[config.mk]
export PLATFORM = sky130hd
export DESIGN_NAME = uart_tx_arbiter
export DESIGN_NICKNAME = d
export VERILOG_FILES = /design/src/rtl/uart_pkg.sv /design/src/rtl/uart_tx_shift.sv /design/src/rtl/uart_tx_arbiter.sv
export SDC_FILE = /design/constraint.sdc
export NUM_CORES = 1
export LEC_CHECK = 0
export BUFFER_PORTS_ARGS = -buffer_cell sky130_fd_sc_hd__buf_2
export CORE_ASPECT_RATIO = 0.75
export CORE_MARGIN = 5
export CORE_UTILIZATION = 40
export DETAILED_ROUTE_END_ITERATION = 16
export PLACE_DENSITY = 0.76
export SYNTH_ARGS = -nofsm -noshare
export SYNTH_HDL_FRONTEND = slang
export SYNTH_SLANG_ARGS = --single-unit
[constraint.sdc]
create_clock -name clk -period 4.45 [get_ports clk]
set_input_delay 0.89 -clock clk [delete_from_list [all_inputs] [get_ports clk]]
set_output_delay 0.89 -clock clk [all_outputs]
set_load 0.01 [all_outputs]
[src/rtl/uart_pkg.sv]
// uart_pkg: shared UART framing constants, transmitter FSM encoding and clog2 helper
package uart_pkg;
  localparam int CPB_DEFAULT = 20;
  localparam int FRAME_BITS = 10;
  localparam int DATA_BITS = 8;
  typedef enum logic [1:0] {S_IDLE, S_START, S_DATA, S_STOP} tx_state_t;
  function automatic int clog2(input int n);
    int r = 1;
    while ((1 << r) < n) r++;
    return r;
  endfunction
endpackage

[src/rtl/uart_tx_shift.sv]
// uart_tx_shift: 8N1 serializer; load/din start a frame in IDLE, tx idle high, busy over START..STOP, done on last STOP cycle
module uart_tx_shift
  import uart_pkg::*;
#(
  parameter int CYCLES_PER_BIT = CPB_DEFAULT
) (
  input  logic       clk,
  input  logic       rst,
  input  logic       load,
  input  logic [7:0] din,
  output logic       tx,
  output logic       busy,
  output logic       done
);
  localparam int CW = clog2(CYCLES_PER_BIT);
  tx_state_t r_state, w_next;
  logic [CW-1:0] r_cyc;
  logic [2:0] r_bit;
  logic [7:0] r_sh;
  logic w_bit_end;
  assign w_bit_end = r_cyc == CW'(CYCLES_PER_BIT - 1);
  always_comb begin
    w_next = r_state;
    tx = 1'b1;
    busy = 1'b1;
    done = 1'b0;
    case (r_state)
      S_IDLE: begin
        busy = 1'b0;
        w_next = load ? S_START : S_IDLE;
      end
      S_START: begin
        tx = 1'b0;
        w_next = w_bit_end ? S_DATA : S_START;
      end
      S_DATA: begin
        tx = r_sh[0];
        w_next = (w_bit_end && r_bit == 3'(DATA_BITS - 1)) ? S_STOP : S_DATA;
      end
      S_STOP: begin
        done = w_bit_end;
        w_next = w_bit_end ? S_IDLE : S_STOP;
      end
      default: w_next = S_IDLE;
    endcase
  end
  always_ff @(posedge clk) begin
    if (rst) begin
      r_state <= S_IDLE;
      r_cyc <= '0;
      r_bit <= '0;
      r_sh <= '0;
    end else begin
      r_state <= w_next;
      r_cyc <= (r_state == S_IDLE || w_bit_end) ? '0 : r_cyc + 1'b1;
      if (r_state == S_IDLE && load) r_sh <= din;
      else if (r_state == S_DATA && w_bit_end) r_sh <= r_sh >> 1;
      if (r_state == S_DATA && w_bit_end) r_bit <= r_bit + 1'b1;
    end
  end
endmodule

[src/rtl/uart_tx_arbiter.sv]
// uart_tx_arbiter: round-robin arbiter sharing one 8N1 UART tx line among NUM_REQ valid/ready byte producers
// Ports: clk, rst (sync, active high); req_valid/req_data/req_last in, req_ready one-hot out;
//   tx serial line, busy frame in progress, grant_id last accepted requester.
// Option: UART_ARB_LOCK_EN holds the grant on one requester until it presents req_last.
module uart_tx_arbiter
  import uart_pkg::*;
#(
  parameter int NUM_REQ = 4,
  parameter int CYCLES_PER_BIT = CPB_DEFAULT,
  localparam int ID_W = clog2(NUM_REQ)
) (
  input  logic                 clk,
  input  logic                 rst,
  input  logic [NUM_REQ-1:0]   req_valid,
  input  logic [NUM_REQ*8-1:0] req_data,
  input  logic [NUM_REQ-1:0]   req_last,
  output logic [NUM_REQ-1:0]   req_ready,
  output logic                 tx,
  output logic                 busy,
  output logic [ID_W-1:0]      grant_id
);
  logic [ID_W-1:0] r_ptr, r_grant, w_win, w_idx, w_next_ptr;
  logic [NUM_REQ-1:0] w_elig;
  logic [7:0] w_byte;
  logic w_found, w_accept, w_done, w_unused;
`ifdef UART_ARB_LOCK_EN
  logic r_lock, w_last;
  assign w_elig = r_lock ? (req_valid & (NUM_REQ'(1) << r_grant)) : req_valid;
  assign w_unused = w_done;
`else
  assign w_elig = req_valid;
  assign w_unused = w_done ^ (^req_last);
`endif
  assign w_accept = w_found && !busy && !rst;
  assign w_next_ptr = ID_W'((int'(w_win) + 1) % NUM_REQ);
  assign grant_id = r_grant;
  // Scan from the far end toward the pointer so the closest eligible index wins.
  always_comb begin
    w_found = 1'b0;
    w_win = '0;
    w_idx = '0;
    for (int k = NUM_REQ - 1; k >= 0; k--) begin
      w_idx = ID_W'((int'(r_ptr) + k) % NUM_REQ);
      if (w_elig[w_idx]) begin
        w_found = 1'b1;
        w_win = w_idx;
      end
    end
  end
  always_comb begin
    w_byte = '0;
    req_ready = '0;
`ifdef UART_ARB_LOCK_EN
    w_last = 1'b0;
`endif
    for (int i = 0; i < NUM_REQ; i++) begin
      req_ready[i] = w_accept && w_win == ID_W'(i);
      w_byte = w_win == ID_W'(i) ? req_data[8*i +: 8] : w_byte;
`ifdef UART_ARB_LOCK_EN
      w_last = w_win == ID_W'(i) ? req_last[i] : w_last;
`endif
    end
  end
  always_ff @(posedge clk) begin
    if (rst) begin
      r_ptr <= '0;
      r_grant <= '0;
`ifdef UART_ARB_LOCK_EN
      r_lock <= 1'b0;
`endif
    end else if (w_accept) begin
      r_grant <= w_win;
`ifdef UART_ARB_LOCK_EN
      r_lock <= !w_last;
      if (w_last) r_ptr <= w_next_ptr;
`else
      r_ptr <= w_next_ptr;
`endif
    end
  end
  uart_tx_shift #(.CYCLES_PER_BIT(CYCLES_PER_BIT)) u_shift (
    .clk  (clk),
    .rst  (rst),
    .load (w_accept),
    .din  (w_byte),
    .tx   (tx),
    .busy (busy),
    .done (w_done)
  );
endmodule
======== After elaboration in Yosys (flattened, before gate mapping) ========
Index checks and enable logic that the tools add are counted.
storage, ports and cells
  logic and storage cells ................. 68
  register bits ........................... 22
  output and inout bits ................... 8
  bits of input ports ..................... 42
cells by class
  reductions and logical operators ........ 15
  multiplexer cells ....................... 29
  add/subtract/negate cells ............... 6
  eq/ne operators ......................... 8
  $lt $le $gt $ge ......................... 4
operators by type and width
  kind                   count
  $mux W8                6
  $lt A2 B3 Y1 const B   4
  $mux W2                6
  $mux W1                11
  $logic_and A1 B1 Y1    9
  $bmux W1 S2            4
  $eq A2 B2 Y1 const B   4
  $pmux W2 S4            1
  $add A5 B1 Y5 const B  1
  $eq A5 B5 Y1 const B   1
  $add A2 B1 Y2 const B  2
  $add A2 B2 Y2 const B  2
  $eq A2 B1 Y1 const B   2
  $logic_not A2 Y1       2
  $add A3 B1 Y3 const B  1
  $eq A3 B3 Y1 const B   1
  $pmux W1 S2            1
  $reduce_bool A2 Y1     1
  $reduce_or A2 Y1       1
  $logic_not A1 Y1       1
  $logic_or A1 B1 Y1     1

======== Longest topological paths before layout ========
  word-level depth ........................ 13
  depth in mapped cells ................... 10
  gate-level depth less buffers ........... 9

======== By module ========
From an unflattened synthesis, not the netlist that was laid out.
second synthesis, totals
  cells, all modules ...................... 179
  area, all modules ....................... 1,437.6 µm²
modules (own cells, without submodules)
  module           instances  area each (µm²)  sequential area each (µm²)  cells each
  uart_tx_shift    1          885.8            360.3                       102
  uart_tx_arbiter  1          551.8            80.1                        77

======== Least setup slack after synthesis ========
OpenSTA, ideal clock, no wires.
  kind .................................... input -> output
  from .................................... input port req_valid[2]
  to ...................................... output port req_ready[3]
  setup slack ............................. 1.330 ns
  required time ........................... 3.560 ns
  path buffers ............................ 1
  arrival time ............................ 2.230 ns
  stages on the path ...................... 7
  cell sequence ........................... nor2b_1 -> a21o_1 -> a221oi_2 -> ha_1 -> buf_4 -> inv_1 -> nor3_1
on the way
  elaborated cells between the ends (all ways) .. 20
  those cells by class .................... eq/ne (1); mux (16); reduce/logical (3)
RTL lines
  what                           line                   source
  from (decl)                    uart_tx_arbiter.sv:14  input logic [NUM_REQ-1:0] req_valid,
  $bmux W1 S2                    uart_tx_arbiter.sv:44  if (w_elig[w_idx]) begin
  $mux W1 (not written as such)  uart_tx_arbiter.sv:44
  $mux W2 (3 in a row)           uart_tx_arbiter.sv:44
  $mux W2 *                      uart_tx_arbiter.sv:44
  via w_win[0]                   uart_tx_arbiter.sv:22  logic [ID_W-1:0] r_ptr, r_grant, w_win, w_idx, w_next_ptr;
  $eq A2 B2 Y1 *                 uart_tx_arbiter.sv:57  req_ready[i] = w_accept && w_win == ID_W'(i);
  $logic_and A1 B1 Y1 *          uart_tx_arbiter.sv:57
  to (decl)                      uart_tx_arbiter.sv:17  output logic [NUM_REQ-1:0] req_ready,
The timed path passes the listed nets; every way through them passes the cells marked *. The select of a mux whose other input is x is not followed.

======== Worst setup path in the final report ========
Ends and elaborated chain as after synthesis.

==> reports/metrics.cfg <==
[clock_network]
path_clk_slew_ns=0.08
ctsHoldBuffers=0
clock_latency_ns=0.27
clockBufferDepth=2
cts_buffers=3
cts_num_sinks=22
htreeDepth=1
cts_tree=done
ctsResizeCount=0
clock-root-buffer=clkbuf_8
post_cts.repair.setup_buffers=0

[sta]
rsz0062_at_grt=false
slew_headroom_pct=70.8
fin_setup_tns_ns=0
worst_slew_pin_slew_ns=0.438
max_freq_mhz=281
min_period_ns=3.56
final-hold-violation-count=0
setup_violations=0
finalWorstSetupSlack_ns=0.893
slew_viol_final=0
finalCritPeriodShare_pct=79.9
skew_ns=0.00251

[setup_path]
path_max_fanout=9
start_kind=primary input
cp.arrival_ns=2.67
endpoint_kind=output pin
critical_path_class=primary input to output pin
worstPathRequired_ns=3.56

[power]
p_clk_share_pct=28.0
sw_frac_of_total_pct=29.8
power_density_nw_per_um2=313
finalPower_uw=512
p_comb_share_pct=28.5
power_frac_seq_pct=43.5
p_int_uw=359
p_leak_nw=0.720
switching_power_uw=152
vdd_ir_drop_max_v=0.000141

[outcome]
status=complete, no violations

[detailed_routing]
ant_nets=0
wirelength_um=3060
drc=0
vias=1226
wl_per_cell_um=13.2
first_iter_violations=67
viasPerCell=5.28
firstDrtPassIters=4

[placement]
numPortBuffers=45
place_ws_ns=0.894
dp.final_hpwl_um=2340
place_congestion=0.735
dpl_cell_area_um2=1580

[logic_synthesis]
synth_area_um2=1380
yosysWarnings=0
synth_cell_types=47
synth_flop_cell=dfxtp_1
ys_async_sr_fraction_pct=0
seq_area_frac_synth_pct=31.9
ys_seq_elements=22
syn-mean-instance-area_um2=9.15
synth-edff-count=0
synthCells=151
synth_nets=200

[grt]
grt_max_degree=19
antenna_found_initial=0
grt_usage_pct=13.6
gr-total-overflow=0
first_global_vias=1164
grt_pass1_wl_um=5140

[layout]
antenna_cells=0
nFillCells=319
nets=242
multi_input_area_um2=826
final_area_um2=1640
layout-drive-gt1-share_pct=33.3
ff_latch_area_um2=440
area_growth_pct=18.6

[floorplanning]
io_pins=50
fp.coreArea_um2=3310
core.rowCount=18
die-area_um2=4740
fp.dieW_um=77.9
die_h_um=60.9
initial_utilization_pct=41.7

[worst_hold_path]
worst_hold_path_type=register to register

[flow_run]
cap_violations=0

-- cell type report --
cell class / instances / area share [%]
tap: 40 / 3.06
inverter: 11 / 2.52
clock buffer: 4 / 3.36
multi-input combinational: 110 / 50.4
timing repair buffer: 45 / 13.8
sequential: 22 / 26.9
-- worst paths after layout --
check / from / endpoint / slack (ns) / cells past startpoint
worst min register to register: u_shift.r_cyc[0] / u_shift.r_cyc[0] / 0.45 / 1
worst max register to register: r_ptr[0] / u_shift.r_sh[5] / 2.01 / 9
worst min-delay path: u_shift.r_cyc[0] / u_shift.r_cyc[0] / 0.45 / 1
worst max-delay path: req_valid[2] / req_ready[3] / 0.89 / 8
-- cell usage in the layout (no fill, tap or decap), drive strengths merged, types with 4 or more instances in the layout --
cell	n
nor2	12
clkbuf	4
a21oi	9
or3	5
inv	11
a221oi	9
dfxtp	22
o22ai	5
nand2	9
mux2i	4
ha	7
o21ai	4
nor2b	5
buf	45
-- power by group through the flow --
stage / Sequential, mW / Clock (mW) / Combinational, mW
floorplan: 0.225 / 0 / 0.110
global placement: 0.227 / 0 / 0.143
detailed placement: 0.227 / 0 / 0.145
CTS: 0.223 / 0.151 / 0.147
global route: 0.225 / 0.159 / 0.164
finish: 0.223 / 0.143 / 0.146
-- through the flow --
stage          util, %  instances  hold WS [ns]
2_1_floorplan        -        151         0.418
3_3_place_gp      47.8        228         0.430
3_5_place_dp      47.8        228         0.438
4_1_cts           49.5        232         0.458
5_1_grt           49.5        232         0.476
6_report          49.5        232         0.454
-- flip-flops by register name, indices dropped and copies added, names as in the netlist --
| name | flops |
|---|---|
| u_shift.r_bit | 3 |
| u_shift.r_state | 2 |
| u_shift.r_cyc | 5 |
| grant_id | 2 |
| r_ptr | 2 |
| u_shift.r_sh | 8 |
-- critical path, cell delays in order --
cell	delay, ns
buf_2	0.13
nor2b_1	0.14
a21o_1	0.16
a221oi_2	0.42
ha_1	0.42
inv_1	0.17
nor3_1	0.18
buf_2	0.15
-- logic make-up (layout without fill, tap and decap cells) --
family / count (synthesis) / in the layout / share of synthesized area [%]
AO/OA/AOI/OAI: 44 / 44 / 25.3
XOR/XNOR: 5 / 5 / 3.17
adder cells (fa/ha/maj): 7 / 7 / 6.34
buffers and inverters: 19 / 60 / 8.33
flip-flops: 22 / 22 / 31.9
multiplexers: 4 / 4 / 2.90
AND/OR/NAND/NOR: 50 / 50 / 22.1
-- metal layers --
metal  global-route usage, %  routed length (um)  vias up
li1                        -                   -      631
met1                    17.5                1460      545
met2                    20.3                1280       43
met3                    4.60                 270        7
met4                    7.35                  60        0
met5                       0                   0        -
-- cells in the mapped netlist (2+ instances only) --
cell type  instances  share of area [%]
dfxtp_1           22                 32
inv_1             11                3.0
nor2_1            10                2.7
a21oi_1            9                3.3
nand2_1            9                2.4
ha_1               7                6.3
a221oi_1           6                3.8
o22ai_1            5                2.3
or3_1              5                2.3
buf_4              4                2.2
mux2i_1            4                2.9
nor2b_1            4                1.8
a221oi_2           3                3.3
a22oi_1            3                1.6
and3_1             3                1.4
nand3_1            3                1.1
o21ai_0            3                1.1
xnor2_1            3                1.9
a211oi_2           2                1.8
a221o_1            2                1.4
a31oi_1            2               0.91
nor3_1             2               0.72
o31ai_1            2                1.1
or2_2              2               0.91
or2b_1             2                1.1
xor2_1             2                1.3
(Power assumes the default switching activity.)
